===== src/rtl/fir_sample_sequencer.sv =====
// Front-end sequencer for the 31-tap lowpass FIR: buffers sample strobes, paces
// fir_ready pulses, and captures fir_y after the compute window. FIR_ROUND_EN selects rounded/saturated out_y8.
module fir_sample_sequencer #(
  parameter int FIFO_DEPTH = 4,
  parameter int SETTLE     = 34
) (
  input  logic               clock,
  input  logic               reset_n,
  input  logic               in_valid,
  input  logic signed [7:0]  in_x,
  input  logic               clear,
  output logic               fir_ready,
  output logic signed [7:0]  fir_x,
  input  logic signed [17:0] fir_y,
  output logic               out_valid,
  output logic signed [17:0] out_y,
  output logic signed [7:0]  out_y8,
  output logic               busy,
  output logic               overflow,
  output logic [7:0]         drop_count
);

  localparam int AW = $clog2(FIFO_DEPTH);
  localparam int CW = AW + 1;
  localparam int TW = $clog2(SETTLE + 2);
  localparam logic [CW-1:0] FULL_CNT  = CW'(FIFO_DEPTH);
  localparam logic [TW-1:0] LAST_WAIT = TW'(SETTLE);

  typedef enum logic [1:0] {S_IDLE, S_WAIT, S_CAPTURE} state_t;

  state_t                   state_q, state_d;
  logic [TW-1:0]            timer_q, timer_d;
  logic [CW-1:0]            count_q, count_d;
  logic [AW-1:0]            rd_ptr_q, rd_ptr_d;
  logic [AW-1:0]            wr_ptr_q, wr_ptr_d;
  logic signed [7:0]        mem_q [FIFO_DEPTH];
  logic                     fir_ready_q, fir_ready_d;
  logic signed [7:0]        fir_x_q, fir_x_d;
  logic                     out_valid_q, out_valid_d;
  logic signed [17:0]       out_y_q, out_y_d;
  logic signed [7:0]        out_y8_q, out_y8_d;
  logic                     busy_q, busy_d;
  logic                     overflow_q, overflow_d;
  logic [7:0]               drop_count_q, drop_count_d;
  logic                     full, push, pop, drop;

  function automatic logic signed [7:0] narrow_y(input logic signed [17:0] y);
`ifdef FIR_ROUND_EN
    logic signed [18:0] biased;
    logic signed [8:0]  q;
    biased = {y[17], y} + 19'sd512;
    q = 9'(biased >>> 10);
    if (q > 9'sd127)       narrow_y = 8'sd127;
    else if (q < -9'sd128) narrow_y = 8'sh80;
    else                   narrow_y = q[7:0];
`else
    narrow_y = 8'(y >>> 10);
`endif
  endfunction

  always_comb begin
    state_d     = state_q;
    timer_d     = timer_q;
    fir_ready_d = 1'b0;
    fir_x_d     = fir_x_q;
    out_valid_d = 1'b0;
    out_y_d     = out_y_q;
    out_y8_d    = out_y8_q;
    pop         = 1'b0;
    case (state_q)
      S_IDLE: begin
        if (count_q != '0) begin
          pop         = 1'b1;
          fir_ready_d = 1'b1;
          fir_x_d     = mem_q[rd_ptr_q];
          timer_d     = TW'(1);
          state_d     = S_WAIT;
        end
      end
      S_WAIT: begin
        // timer is 1 in the fir_ready cycle, so it reads SETTLE one cycle before capture
        timer_d = timer_q + TW'(1);
        if (timer_q == LAST_WAIT) state_d = S_CAPTURE;
      end
      S_CAPTURE: begin
        out_y_d     = fir_y;
        out_y8_d    = narrow_y(fir_y);
        out_valid_d = 1'b1;
        timer_d     = '0;
        state_d     = S_IDLE;
      end
      default: state_d = S_IDLE;
    endcase

    full     = (count_q == FULL_CNT);
    push     = in_valid && (!full || pop);
    drop     = in_valid && full && !pop;
    count_d  = count_q + CW'(push) - CW'(pop);
    wr_ptr_d = push ? wr_ptr_q + AW'(1) : wr_ptr_q;
    rd_ptr_d = pop  ? rd_ptr_q + AW'(1) : rd_ptr_q;

    // clear takes effect before a same-cycle drop is counted
    overflow_d   = clear ? 1'b0 : overflow_q;
    drop_count_d = clear ? 8'd0 : drop_count_q;
    if (drop) begin
      overflow_d   = 1'b1;
      drop_count_d = (drop_count_d == 8'hFF) ? 8'hFF : drop_count_d + 8'd1;
    end

    busy_d = (state_d != S_IDLE) || (count_d != '0);
  end

  always_ff @(posedge clock) begin
    if (push) mem_q[wr_ptr_q] <= in_x;
  end

  always_ff @(posedge clock or negedge reset_n) begin
    if (!reset_n) begin
      state_q      <= S_IDLE;
      timer_q      <= '0;
      count_q      <= '0;
      rd_ptr_q     <= '0;
      wr_ptr_q     <= '0;
      fir_ready_q  <= 1'b0;
      fir_x_q      <= '0;
      out_valid_q  <= 1'b0;
      out_y_q      <= '0;
      out_y8_q     <= '0;
      busy_q       <= 1'b0;
      overflow_q   <= 1'b0;
      drop_count_q <= '0;
    end else begin
      state_q      <= state_d;
      timer_q      <= timer_d;
      count_q      <= count_d;
      rd_ptr_q     <= rd_ptr_d;
      wr_ptr_q     <= wr_ptr_d;
      fir_ready_q  <= fir_ready_d;
      fir_x_q      <= fir_x_d;
      out_valid_q  <= out_valid_d;
      out_y_q      <= out_y_d;
      out_y8_q     <= out_y8_d;
      busy_q       <= busy_d;
      overflow_q   <= overflow_d;
      drop_count_q <= drop_count_d;
    end
  end

  assign fir_ready  = fir_ready_q;
  assign fir_x      = fir_x_q;
  assign out_valid  = out_valid_q;
  assign out_y      = out_y_q;
  assign out_y8     = out_y8_q;
  assign busy       = busy_q;
  assign overflow   = overflow_q;
  assign drop_count = drop_count_q;

endmodule


===== config.mk =====
export PLATFORM = sky130hd
export DESIGN_NAME = fir_sample_sequencer
export DESIGN_NICKNAME = d
export VERILOG_FILES = /design/src/rtl/fir_sample_sequencer.sv
export SDC_FILE = /design/constraint.sdc
export NUM_CORES = 1
export LEC_CHECK = 0
export BUFFER_PORTS_ARGS = -buffer_cell sky130_fd_sc_hd__buf_4
export CORE_ASPECT_RATIO = 1.2
export CORE_MARGIN = 3
export CORE_UTILIZATION = 45
export CTS_CLUSTER_SIZE = 8
export DETAILED_ROUTE_END_ITERATION = 8
export GPL_TIMING_DRIVEN = 1
export PLACE_DENSITY = 0.76
export SLEW_MARGIN = 20
export SYNTH_ARGS = -nofsm -noshare
export SYNTH_HDL_FRONTEND = slang
export SYNTH_SLANG_ARGS = --single-unit

===== constraint.sdc =====
create_clock -name clock -period 5.8 [get_ports clock]
set_input_delay 1.74 -clock clock [delete_from_list [all_inputs] [get_ports clock]]
set_output_delay 1.74 -clock clock [all_outputs]
set_load 0.01 [all_outputs]

# Yosys cells after proc, flatten, opt, wreduce, memory -nomap -nowiden
# Memories as Yosys holds them, arrays and structs flattened. A register that Yosys moved wholly into a read port is not among the register bits.
# Cells that the tools add are included.
# W data, S select, Z words.
# word_totals
reg_bits	53
latchBits	0
mem_count	1
word_cells	56
mem_bits_ro	0
mem_bits_rw	32
# mem_list
memory	words	word_bits	rd	rd_clocked_by_memory_dff	write_ports	line	text
mem_q	4	8	1	1	1	36	logic signed [7:0] mem_q [FIFO_DEPTH];
# op_classes
n_reduce_logical	16
bitwise_logic	0
order_cmp	0
n_div	0
n_addsub	6
eq_ne	6
n_shift	0
n_mul	0
muxes	15
# op_table
operator	count
$mux W8	3
$pmux W6 S3	1
$reduce_bool A3 Y1	3
$add A8 B1 Y8 const B	1
$eq A8 B8 Y1 const B	1
$mux W1	7
$add A6 B1 Y6 const B	1
$eq A6 B6 Y1 const B	1
$mux W6	1
$add A2 B1 Y2 const B	2
$mux W2	2
$pmux W2 S2	1
$reduce_and A2 Y1	2
$reduce_bool A2 Y1	2
$add A3 B1 Y3	1
$eq A3 B3 Y1 const B	1
$logic_and A1 B1 Y1	3
$logic_not A1 Y1	3
$sub A3 B1 Y3	1
$eq A2 B1 Y1 const B	1
$eq A2 B2 Y1 const B	1
$logic_not A2 Y1	1
$logic_or A1 B1 Y1	2
$ne A2 B2 Y1 const B	1

# Depth between registers and ports, before layout
# depth
word_depth	9
ltp_mapped	13
ltp_nobuf	13

# Worst setup path before layout
# OpenSTA, ideal clock, no wires.
# synth_path
path_kind	input to register
startpoint	input in_valid
endpoint	register busy_q, in the netlist busy
arrival_ps	3934
required_time_ps	5669
slack_ps	1735
path_stages	12
path_cell_list	buf_4 > inv_1 > nor2_1 > inv_1 > ha_1 > inv_1 > ha_1 > fa_1 > xnor2_1 > xnor2_1 > or3_1 > or3_1
# synth_between
elab_chain_len	5
# synth_rtl
item	line	text
start, declared	9	input logic in_valid,
$logic_and A1 B1 Y1	96	push = in_valid && (!full || pop);
$add A3 B1 Y3	98	count_d = count_q + CW'(push) - CW'(pop);
$sub A3 B1 Y3	98	
net count_d[2]	33	logic [CW-1:0] count_q, count_d;
$reduce_bool A3 Y1	110	busy_d = (state_d != S_IDLE) || (count_d != '0);
$logic_or A1 B1 Y1	110	
net busy_d	42	logic busy_q, busy_d;
end signal, assigned	143	busy_q <= busy_d;
end, declared	42	
# The timed path passes the listed nets, and every way through them passes these cells.
# A chain may end at the register's enable or synchronous reset.

# Worst setup path after layout
# Same ends and word-level chain as after synthesis.

==> results.txt <==
The part of the power in combinational logic is 29.6%. The row count came out at 35. The capturing element type of the critical path is a flop.

The die covers 9294 µm². The number of detailed-route iterations in the first pass came out at 4. The fraction of synthesis flops using an asynchronous set or reset pin came out at 62.35%.

The core occupancy in the finished layout is 57.16%. The number of clock sinks seen by CTS is 85. The initial DRC count is 51. The sum of net half-perimeters after detailed placement came out at 4526 µm. The number of nets at the end of the flow came out at 362.

The switching power is 0.5912 mW. The multi-input combinational cells in the finished layout cover a total of 1246 µm². The hold buffer count at CTS is 0.

The mean cell area of the mapped netlist is 14.76 µm². The fill cell instance count of the final layout came out at 656. The peak supply drop is 205.7 µV. Dividing the detail-routed via count by the number of cells gives 5.200.

The worst hold slack across all endpoints came out at 0.4818 ns. The setup path with the least slack is of type in2reg. The initial antenna violation count came to 0.

Setup repair after global routing left no endpoint under its margin. The top fanout value on the critical path is 10. The overall routed net length is 6314 µm.

The number of global-route vias before repair came out at 2270. For this design the top-level I/O count stands at 76. The number of port buffers is 75. The library cell used as clock root buffer is clkbuf_8.

For the worst setup path, the data required time is 6.03 ns. Yosys mapped a number of flops with a built-in enable equal to 32. Sequential cells were found to cover 62.22% of the synthesized design area. The die is 88.51 µm wide. Synthesis instantiated 42 different standard cells from the library. The slew at the pin closest to its max-slew limit came out at 0.8402 ns. The number of instances resized during post-cts repair came out at 0.

The number of antenna-violating nets in the routed design is 0. After routing the design area is 4456 µm². The switching power share of the total came out at 32.64%. The footprint of the flip-flops and latches came out at 2287 µm².

The source-to-sink clock delay at the later pin of the worst-skew pair came out at 0.35 ns. Synthesis handed over a netlist of 249 instances. The run finished with clean final reports. For this configuration, the core starts out at a cell density of 47.16%. The number of levels in the clock H-tree is 3.

The fmax is 0.2606 GHz. The final critical path time including I/O delays and setup came out at 3.838 ns. The class of the tightest hold or removal check is reg2reg.

The areal power density over the cells came out at 406.6 nW/µm². TritonCTS built the clock tree. The area growth from synthesis to final layout came out at 21.20%. The max capacitance violation total is 0. The total routing resource utilization after global routing came out at 14.69%. The proportion of layout cells with a drive suffix above 1 came out at 42.28%.

The clock slew seen by the registers of the worst setup and hold paths came out at 0.09 ns. The Yosys step of the flow raised 0 warnings. The count of placed standard cells in the final layout, fillers left out came out at 416. Adding up every negative setup slack in the final design gives 0 ns. The count of inserted antenna diode cells came out at 0. The relative contribution of the clock network to total power is 22.4%. Among all flip-flop cells after synthesis, the most frequent one is dfrtp_1. The number of placed instances, taps included, is 400. The global route total overflow is 0. The clock tree buffer depth is 2. The floorplan core area is 7795 µm². The worst setup path is launched from an input port.

The first-pass GRT wire length is 10580 µm. The DRC violation count after routing came out at 0. In the finished design, the share of the clock period the worst path needs comes to 66.17%. The routed via count is 2163. In this run the static leakage power is 1.893 nW. Measured against its own limit, the worst slew margin works out to 43.99%.

The number of pins exceeding their max-slew limit in the final report is 0. The largest net degree at the start of global routing came out at 54. In this run, synthesis produced a sequential element count of 85. The placer's final routability congestion estimate is 0.7935. The internal power of the cells is 1.220 mW. The total count of hold-check failures in the final report is 0. The post-synth design cell area came out at 3676 µm². The count of endpoints failing setup in the final report came out at 0. The total cell area at the placement stage came out at 4257 µm². The routed wirelength normalized by instance count came out at 15.18 µm.

The final clock skew is 0.01106 ns. The arrival time reported for the critical path endpoint came out at 4.07 ns. The number of nets in the synthesized netlist is 292. The clock buffer count from CTS came out at 9. In this run the vertical extent of the chip is 105.0 µm. The fraction of power consumed by sequential logic came out at 48.0%. In this run the post-CTS setup repair buffer count came out at 0.
==> power groups by stage <==
| stage | Sequential [mW] | Combinational, mW | Clock (mW) |
|---|---|---|---|
| 6_report | 0.869 | 0.537 | 0.406 |
| 3_5_place_dp | 0.883 | 0.546 | 0 |
| 2_1_floorplan | 0.855 | 0.385 | 0 |
| 4_1_cts | 0.870 | 0.547 | 0.421 |
| 3_3_place_gp | 0.878 | 0.525 | 0 |
| 5_1_grt | 0.889 | 0.601 | 0.448 |
==> cells by family (layout without fill, tap and decap cells) <==
| kind of cell | Yosys count | count (layout) | share of synthesized area, % |
|---|---|---|---|
| adder cells (fa/ha/maj) | 13 | 13 | 4.629 |
| AO/OA/AOI/OAI | 27 | 27 | 4.527 |
| flip-flops | 85 | 85 | 62.22 |
| multiplexers | 35 | 35 | 13.17 |
| buffers and inverters | 28 | 103 | 3.880 |
| XOR/XNOR | 9 | 9 | 2.144 |
| AND/OR/NAND/NOR | 52 | 52 | 9.428 |
==> worst paths after layout <==
path / start / end / slack (ns) / depth (start not counted)
worst max register to register: state_q[0]$_DFF_PN0_ / busy$_DFF_PN0_ / 2.70 / 13
min in group asynchronous: reset_n / out_y[5]$_DFFE_PN0P_ / 1.43 / 1
worst min-delay path: timer_q[5]$_DFFE_PN0P_ / timer_q[5]$_DFFE_PN0P_ / 0.48 / 1
worst min register to register: timer_q[5]$_DFFE_PN0P_ / timer_q[5]$_DFFE_PN0P_ / 0.48 / 1
worst max-delay path: in_valid / busy$_DFF_PN0_ / 1.96 / 12
max in group asynchronous: reset_n / wr_ptr_q[0]$_DFFE_PN0P_ / 3.94 / 1
==> worst max-delay path, cell delays in order <==
cell and delay [ns]:
buf_4 0.13, inv_1 0.12, nor2_1 0.26, inv_1 0.07
ha_1 0.27, inv_1 0.04, ha_1 0.18, fa_1 0.37
xnor2_1 0.14, xnor2_1 0.14, or3_1 0.30, or3_1 0.30
==> layout make-up <==
cell class / instances / share of cell area (%)
clock inverters: 7 / 1.685
repair buffers: 75 / 12.64
clock buffers: 9 / 2.780
inverters: 12 / 1.011
multi-input cells: 136 / 27.97
well taps: 92 / 2.584
flip-flops and latches: 85 / 51.33
==> stage by stage <==
| stage | setup slack, ns | power [mW] |
|---|---|---|
| 2_1_floorplan | 1.735 | 1.240 |
| 3_3_place_gp | 1.649 | 1.403 |
| 3_5_place_dp | 1.573 | 1.428 |
| 4_1_cts | 1.955 | 1.839 |
| 5_1_grt | 1.791 | 1.938 |
| 6_report | 1.962 | 1.811 |
==> metal layers <==
metal	wire (µm)	vias up	part of all wire, %	global-route usage [%]
li1	-	1036	-	-
met1	2621	1064	42	17.69
met2	3294	55	52	25.24
met3	293	8	4.6	2.287
met4	104	0	1.6	6.803
met5	0	-	0	0
==> flip-flops by register name, indices dropped and copies added, names as in the netlist <==
signal	flops
rd_ptr_q	2
out_valid	1
timer_q	6
fir_x	8
wr_ptr_q	2
drop_count	8
state_q	2
out_y	18
mem_q	32
busy	1
overflow	1
fir_ready	1
count_q	3
==> placed cells by master (no fill, tap or decap), types with 6 or more instances in the layout <==
| cell | instances |
|---|---|
| a21oi_1 | 6 |
| buf_4 | 75 |
| clkbuf_8 | 9 |
| dfrtp_1 | 53 |
| edfxtp_1 | 32 |
| ha_1 | 12 |
| inv_1 | 12 |
| mux2_2 | 27 |
| mux4_2 | 8 |
| nand2_1 | 12 |
| nand3_1 | 7 |
| o21ai_0 | 9 |
| xnor2_1 | 8 |
==> cell usage after synthesis (2+ instances only) <==
| library cell | count | area, µm² |
|---|---|---|
| buf_2 | 3 | 15.01 |
| nand2_1 | 12 | 45.04 |
| a21oi_1 | 6 | 30.03 |
| nor2_1 | 3 | 11.26 |
| inv_1 | 12 | 45.04 |
| nand2b_1 | 4 | 25.02 |
| ha_1 | 12 | 150.1 |
| buf_4 | 9 | 67.56 |
| nor4b_1 | 2 | 17.52 |
| o21ai_0 | 9 | 45.04 |
| edfxtp_1 | 32 | 960.9 |
| dfrtp_1 | 53 | 1326 |
| mux4_2 | 8 | 180.2 |
| o21ai_1 | 2 | 10.01 |
| or3_1 | 2 | 12.51 |
| mux2_2 | 27 | 304.0 |
| clkbuf_1 | 3 | 11.26 |
| nor3_1 | 3 | 15.01 |
| nor2b_1 | 4 | 25.02 |
| nand3_1 | 7 | 35.03 |
| and3_2 | 4 | 30.03 |
| nor4_4 | 2 | 42.54 |
| xnor2_1 | 8 | 70.07 |
| o31ai_1 | 4 | 30.03 |
(Power assumes the default switching activity.)
